File: config.mk
export PLATFORM = sky130hd
export DESIGN_NAME = ultrasonic_scanner
export DESIGN_NICKNAME = d
export VERILOG_FILES = /design/src/rtl/ultrasonic_pkg.sv /design/src/rtl/echo_sync.sv /design/src/rtl/ultrasonic_scanner.sv
export SDC_FILE = /design/constraint.sdc
export NUM_CORES = 1
export LEC_CHECK = 0
export ABC_AREA = 0
export CORE_UTILIZATION = 50
export DETAILED_ROUTE_END_ITERATION = 12
export PLACE_DENSITY = 0.73
export SYNTH_ARGS = -nofsm -noshare
export SYNTH_HDL_FRONTEND = slang
export SYNTH_SLANG_ARGS = --single-unit
File: constraint.sdc
create_clock -name clk -period 2.6 [get_ports clk]
set_input_delay 0.26 -clock clk [delete_from_list [all_inputs] [get_ports clk]]
set_output_delay 0.26 -clock clk [all_outputs]
set_load 0.01 [all_outputs]
File: src/rtl/ultrasonic_pkg.sv
// Shared FSM encoding and default parameter values for the ultrasonic scanner.
package ultrasonic_pkg;

    typedef enum logic [2:0] {
        ST_IDLE,
        ST_TRIG,
        ST_WAIT_RISE,
        ST_MEASURE,
        ST_HOLD
    } state_t;

    localparam int DEF_NUM_CH        = 4;
    localparam int DEF_CM_W          = 16;
    localparam int DEF_TRIG_CYCLES   = 500;
    localparam int DEF_CYCLES_PER_CM = 2900;
    localparam int DEF_PERIOD_CYCLES = 5000000;
    localparam int DEF_MAX_CM        = 400;

endpackage

File: src/rtl/echo_sync.sv
// Two-flop synchronizer for one echo line with rise/fall detection on the
// synchronized level.
module echo_sync (
    input  logic clk,
    input  logic reset,
    input  logic async_in,
    output logic rise,
    output logic fall
);

    logic sync_p0;
    logic sync_p1;
    logic sync_p2;

    always_ff @(posedge clk) begin
        if (reset) begin
            sync_p0 <= 1'b0;
            sync_p1 <= 1'b0;
            sync_p2 <= 1'b0;
        end else begin
            sync_p0 <= async_in;
            sync_p1 <= sync_p0;
            sync_p2 <= sync_p1;
        end
    end

    // sync_p2 only remembers the previous synchronized level for edge detect
    assign rise = sync_p1 & ~sync_p2;
    assign fall = ~sync_p1 & sync_p2;

endmodule

File: src/rtl/ultrasonic_scanner.sv
// Round-robin ultrasonic ranger: triggers one sensor per slot, times its echo
// in centimetres and latches a per-channel distance and timeout flag.
module ultrasonic_scanner
    import ultrasonic_pkg::*;
#(
    parameter int NUM_CH        = DEF_NUM_CH,
    parameter int CM_W          = DEF_CM_W,
    parameter int TRIG_CYCLES   = DEF_TRIG_CYCLES,
    parameter int CYCLES_PER_CM = DEF_CYCLES_PER_CM,
    parameter int PERIOD_CYCLES = DEF_PERIOD_CYCLES,
    parameter int MAX_CM        = DEF_MAX_CM
) (
    input  logic                   clk,
    input  logic                   reset,
    input  logic                   enable,
    input  logic [NUM_CH-1:0]      echo,
    output logic [NUM_CH-1:0]      trigger,
    output logic [NUM_CH*CM_W-1:0] dist_cm,
    output logic [NUM_CH-1:0]      timeout,
    output logic                   sample_valid,
    output logic [2:0]             sample_ch,
    output logic                   busy
);

    localparam int SLOT_W = $clog2(PERIOD_CYCLES);
    localparam int SUB_W  = $clog2(CYCLES_PER_CM + 1);

    // The slot spans PERIOD_CYCLES including the single IDLE cycle that closes
    // it, so back-to-back triggers land exactly PERIOD_CYCLES apart.
    localparam logic [SLOT_W-1:0] TRIG_END = SLOT_W'(TRIG_CYCLES - 1);
    localparam logic [SLOT_W-1:0] SLOT_TMO = SLOT_W'(PERIOD_CYCLES - 3);
    localparam logic [SLOT_W-1:0] SLOT_END = SLOT_W'(PERIOD_CYCLES - 2);
    localparam logic [SUB_W-1:0]  SUB_WRAP = SUB_W'(CYCLES_PER_CM - 1);
    localparam logic [CM_W-1:0]   CM_MAX   = CM_W'(MAX_CM);
    localparam logic [2:0]        CH_LAST  = 3'(NUM_CH - 1);

    function automatic logic [CM_W-1:0] sat_inc(input logic [CM_W-1:0] v);
        return (v >= CM_MAX) ? CM_MAX : v + CM_W'(1);
    endfunction

    state_t            state;
    logic [2:0]        ch;
    logic [SLOT_W-1:0] slot_cnt;
    logic [SUB_W-1:0]  sub_cnt;
    logic [CM_W-1:0]   cm;

    logic [NUM_CH-1:0] rise;
    logic [NUM_CH-1:0] fall;
    logic [NUM_CH-1:0] ch_onehot;
    logic              sel_rise;
    logic              sel_fall;

    logic [SUB_W-1:0]  sub_next;
    logic [CM_W-1:0]   cm_next;
    logic              result_now;
    logic [CM_W-1:0]   result_cm;
    logic              result_tmo;

    for (genvar i = 0; i < NUM_CH; i++) begin : g_sync
        echo_sync u_sync (
            .clk      (clk),
            .reset    (reset),
            .async_in (echo[i]),
            .rise     (rise[i]),
            .fall     (fall[i])
        );
    end

    always_comb begin
        ch_onehot = '0;
        for (int i = 0; i < NUM_CH; i++) begin
            ch_onehot[i] = (ch == 3'(i));
        end
    end

    assign sel_rise = |(rise & ch_onehot);
    assign sel_fall = |(fall & ch_onehot);

    // Saturation and slot end outrank a fall seen in the same cycle; the fall
    // cycle itself still counts toward the distance.
    always_comb begin
        sub_next   = (sub_cnt == SUB_WRAP) ? '0 : sub_cnt + SUB_W'(1);
        cm_next    = (sub_cnt == SUB_WRAP) ? sat_inc(cm) : cm;
        result_now = 1'b0;
        result_cm  = CM_MAX;
        result_tmo = 1'b1;
        case (state)
            ST_WAIT_RISE: result_now = (slot_cnt == SLOT_TMO);
            ST_MEASURE: begin
                if (cm_next == CM_MAX || slot_cnt == SLOT_TMO) begin
                    result_now = 1'b1;
                end else if (sel_fall) begin
                    result_now = 1'b1;
                    result_cm  = cm_next;
                    result_tmo = 1'b0;
                end
            end
            default: ;
        endcase
    end

    always_ff @(posedge clk) begin
        if (reset) begin
            state        <= ST_IDLE;
            ch           <= '0;
            slot_cnt     <= '0;
            sub_cnt      <= '0;
            cm           <= '0;
            trigger      <= '0;
            dist_cm      <= '0;
            timeout      <= '0;
            sample_valid <= 1'b0;
            sample_ch    <= '0;
            busy         <= 1'b0;
        end else begin
            sample_valid <= 1'b0;
            if (state != ST_IDLE) begin
                slot_cnt <= slot_cnt + SLOT_W'(1);
            end
            case (state)
                ST_IDLE: begin
                    if (enable) begin
                        state    <= ST_TRIG;
                        trigger  <= ch_onehot;
                        busy     <= 1'b1;
                        slot_cnt <= '0;
                    end
                end
                ST_TRIG: begin
                    if (slot_cnt == TRIG_END) begin
                        state   <= ST_WAIT_RISE;
                        trigger <= '0;
                    end
                end
                ST_WAIT_RISE: begin
                    if (!result_now && sel_rise) begin
                        cm      <= '0;
                        sub_cnt <= '0;
                        state   <= ST_MEASURE;
                    end
                end
                ST_MEASURE: begin
                    if (!result_now) begin
                        cm      <= cm_next;
                        sub_cnt <= sub_next;
                    end
                end
                ST_HOLD: begin
                    if (slot_cnt >= SLOT_END) begin
                        state <= ST_IDLE;
                        busy  <= 1'b0;
                        ch    <= (ch == CH_LAST) ? 3'd0 : ch + 3'd1;
                    end
                end
                default: state <= ST_IDLE;
            endcase
            if (result_now) begin
                state        <= ST_HOLD;
                sample_valid <= 1'b1;
                sample_ch    <= ch;
                for (int i = 0; i < NUM_CH; i++) begin
                    if (ch_onehot[i]) begin
                        dist_cm[i*CM_W +: CM_W] <= result_cm;
                        timeout[i]              <= result_tmo;
                    end
                end
            end
        end
    end

endmodule

==> summary.txt <==
Final layout
  • Fin nets: between 900 and 1,000
  • Layout cells sized above 1: 29.09%
  • Diodes inserted: 0
  • Post-Route Utilization: 77.00%
  • P&R area growth vs syn: 48.36%
  • Final instance area: 9796 µm²

Power
  • Switch Pwr: 0.001075 W
  • Static leakage: 3.807 nW
  • Pwr dens: 478.3 nW/µm²
  • Combinational Power Share: ~2.9%
  • P_int: 0.003611 W
  • Clock share of power: 48.9%
  • Switching Share: 22.94%
  • VDD IR max: 389.9 µV
  • Final Power: between 0.004 and 0.005 W
  • Seq pwr share: between 40 and 50%

CTS
  • Clock Latency Late Sink: 0.43 ns
  • CTS sink count: 146
  • CTS Buf Count: 17
  • H-tree depth: 4
  • CTS tree: built
  • Clock Pin Slew Worst Setup and Hold Paths: 0.06 ns
  • Clock root cell: clkbuf_16
  • Clk buf depth: 2

Die
  • Die Span X: 116.9 µm
  • Starting density of the core: between 50% and 60%
  • Die Area: roughly 14,000 µm²
  • I/O Pins: between 80 and 90
  • Core area: 12,720 µm²
  • Die Ht: 116.9 µm
  • Row count: 41

Global routing
  • Gr ovfl total: 0
  • Largest net degree at the start of global routing: 62
  • Initial antenna violation count: 0
  • Met1 Use GR: between 30% and 40%
  • Vias in the first global route: roughly 6,200
  • Met2 GRT Util: 54.40%
  • First-pass GRT wire length: approximately 31,000 µm
  • GRT Max-Usage Layer: met2
  • All-layer global routing usage: 29.81%
  • Met3 usage: 5.355%

Synthesis
  • Most area-consuming cells after synthesis: dfxtp_1 44%, mux2i_1 6.1%, nor2_1 5.0%
  • Post-synth top area share: 44.27%
  • Post-synth EDFFs: 0
  • Avg Synthesized Cell Area: roughly 8.6 µm²
  • Async set or reset register ratio after synthesis: 0%
  • FF+latch count, synth: 146
  • Ys Warns: 0
  • Register area share after synthesis: 44.27%
  • Cells after Synth: 766
  • Area of the mapped netlist: 6603 µm²
  • Syn_nets: 783
  • Ys flop type: dfxtp_1
  • Netlist cell types: 75
  • Synth area leader: dfxtp_1

Drt
  • Iter 0 DRT Violations: 475
  • Routed vias: 6,565
  • Routed wire length: between 20,000 and 25,000 µm
  • DRT antenna net count: 0
  • Drt wl/cell: approximately 19 µm
  • DRC errors left: 0
  • 1st-pass router iterations: 4
  • Vias per cell: 5.769

STA
  • Endpoints failing hold: 0
  • Max Clock Freq: 340.6 MHz
  • RSZ-0062 raised after global routing: yes
  • Final setup TNS: -21.51 ns
  • Relative slew slack: 53.22%
  • Final Skew: 0.006273 ns
  • Tmin final: 2.936 ns
  • Final worst setup slack: -0.3362 ns
  • Crit share post-route: 112.9%
  • Setup violators final: 103
  • Worst-margin pin slew: 0.6964 ns
  • Max Slew Vio Count: 0

Min path
  • HP Class: primary input to flip-flop

Setup path
  • CP Launch Type: flip-flop
  • Critical Path RT: 2.94 ns
  • Reg2Reg Setup Slack: -0.34 ns
  • R2R depth: 13
  • Worst setup path end: dist_cm[19]
  • Worst r2r dst: dist_cm[19]
  • CP max FO: 6
  • Kind of critical path: flip-flop to flip-flop
  • Worst Setup SP: sub_cnt[4]
  • Worst Path Arrival: between 3 and 4 ns
  • Endpoint class of the critical path: flip-flop
  • Reg2reg start: sub_cnt[4]

Placed design
  • Post-DP HPWL: 13,630 µm
  • GPL Wtd Cong: a little over 0.9
  • Port Buffers: slightly above 80
  • Area after DPL: 8364 µm²

Outcome
  • Failing checks: negative setup slack
  • Status: finished with violations

Job
  • Max Cap Violations: 0
## power by group through the flow
| stage | logic (W) | registers, W | clock network [W] |
|---|---|---|---|
| 2_1_floorplan | 0.0000695 | 0.00231 | 0 |
| 3_3_place_gp | 0.000114 | 0.00230 | 0 |
| 3_5_place_dp | 0.000117 | 0.00231 | 0 |
| 4_1_cts | 0.000118 | 0.00226 | 0.00230 |
| 5_1_grt | 0.000146 | 0.00226 | 0.00239 |
| 6_report | 0.000136 | 0.00226 | 0.00229 |
## flip-flops by register name, indices dropped and copies added, names as in the netlist, 3 cells and up
signal,count
dist_cm,64
trigger,4
sample_ch,3
ch,3
g_sync.u_sync.sync_p1,4
g_sync.u_sync.sync_p2,4
timeout,4
slot_cnt,23
state,3
g_sync.u_sync.sync_p0,4
cm,16
sub_cnt,12
## worst min-delay path by stage
stage | from | endpoint | slack, ns | cells past startpoint
final | reset | dist_cm[31] | 0.21 | 2
after detailed placement | g_sync[3].u_sync.sync_p0 | g_sync[3].u_sync.sync_p1 | 0.43 | 1
after global placement | g_sync[3].u_sync.sync_p0 | g_sync[3].u_sync.sync_p1 | 0.42 | 1
after global routing | reset | cm[7] | 0.21 | 2
after floorplan | echo[0] | g_sync[0].u_sync.sync_p0 | 0.39 | 1
after CTS | reset | dist_cm[31] | 0.18 | 2
## metal layers
layer | part of all wire [%] | vias up
li1 | - | 3107
met1 | 41 | 3183
met4 | 2.6 | 0
met5 | 0 | -
met3 | 5.0 | 54
met2 | 52 | 221
## per-stage QoR
stage	setup slack [ns]	std cells	hold WS (ns)
3_5_place_dp	-0.3302	1080	0.4253
3_3_place_gp	-0.2821	1080	0.4204
4_1_cts	-0.2610	1127	0.1785
2_1_floorplan	-0.1431	766	0.3882
5_1_grt	-0.4091	1138	0.2088
6_report	-0.3362	1138	0.2109
## cell usage after synthesis (8+ instances only)
library cell and count:
dfxtp_1 146, nor2_1 88, nand2_1 58, nand3_1 44
mux2i_1 40, a21oi_1 35, clkbuf_1 35, o21ai_0 32
nor3_1 29, o21ai_1 24, inv_1 22, nor2b_1 21
and3_1 13, nand4_1 11, ha_1 10, or3_1 9
nand3b_1 8, or2_2 8
## worst max-delay path, cell delays in order (launching register included)
cell	delay (ns)
dfxtp_1	0.43
nand3b_1	0.19
buf_4	0.21
nor4_4	0.35
buf_4	0.18
and4b_1	0.23
o21ai_2	0.11
buf_6	0.16
nor4_4	0.21
buf_6	0.17
o21ai_4	0.12
buf_4	0.17
buf_6	0.14
o21ai_1	0.19
## layout by cell type, fill, tap and decap left out, drive strengths merged, types with 5 or more instances in the layout
cell type / Yosys / layout
nand2b: 7 / 7
inv: 22 / 24
nand3b: 8 / 8
xor2: 6 / 6
mux2i: 40 / 40
a31oi: 7 / 7
nor4: 7 / 7
dfxtp: 146 / 146
xnor2: 7 / 7
and3: 13 / 13
nor3: 31 / 31
clkbuf: 35 / 24
clkdlybuf4s50: 0 / 82
or2: 9 / 9
clkinv: 0 / 6
and4: 5 / 5
or3: 9 / 9
o31ai: 5 / 5
nand3: 44 / 44
o21ai: 60 / 60
nand2: 58 / 58
a21oi: 35 / 35
ha: 10 / 10
nor4b: 7 / 7
buf: 10 / 126
nor2: 89 / 89
nand4: 11 / 11
nor2b: 21 / 21
## cell type report
cell class,count,area (µm²)
Tap cell,172,215.2
Fill cell,929,2927
Timing Repair Buffer,213,2023
Clock inverter,12,111.4
Sequential cell,146,2927
Inverter,22,82.58
Clock buffer,19,432.9
Multi-Input combinational cell,554,4004
## what timing repair did
action                                  CTS  global route
pin swaps                                17            29
buffers inserted                         14             6
hold buffers                              0             0
gates resized for setup                  38            94
endpoints found under the setup margin  107           107
gates cloned                              2             7
## kinds of logic (layout without fill, tap and decap cells)
kind of cell               count (synthesis)  count (layout)  share of synthesized area [%]
and+or+nand+nor                          339             340                          27.55
AOI/OAI and AO/OA                        150             150                          14.25
muxes                                     41              41                          6.235
xor gates and xnor gates                  13              13                          1.724
DFF                                      146             146                          44.27
buffers and inverters                     67             266                          4.074
adders and majority gates                 10              10                          1.895
Note: power is estimated with default switching activity, not from simulation.
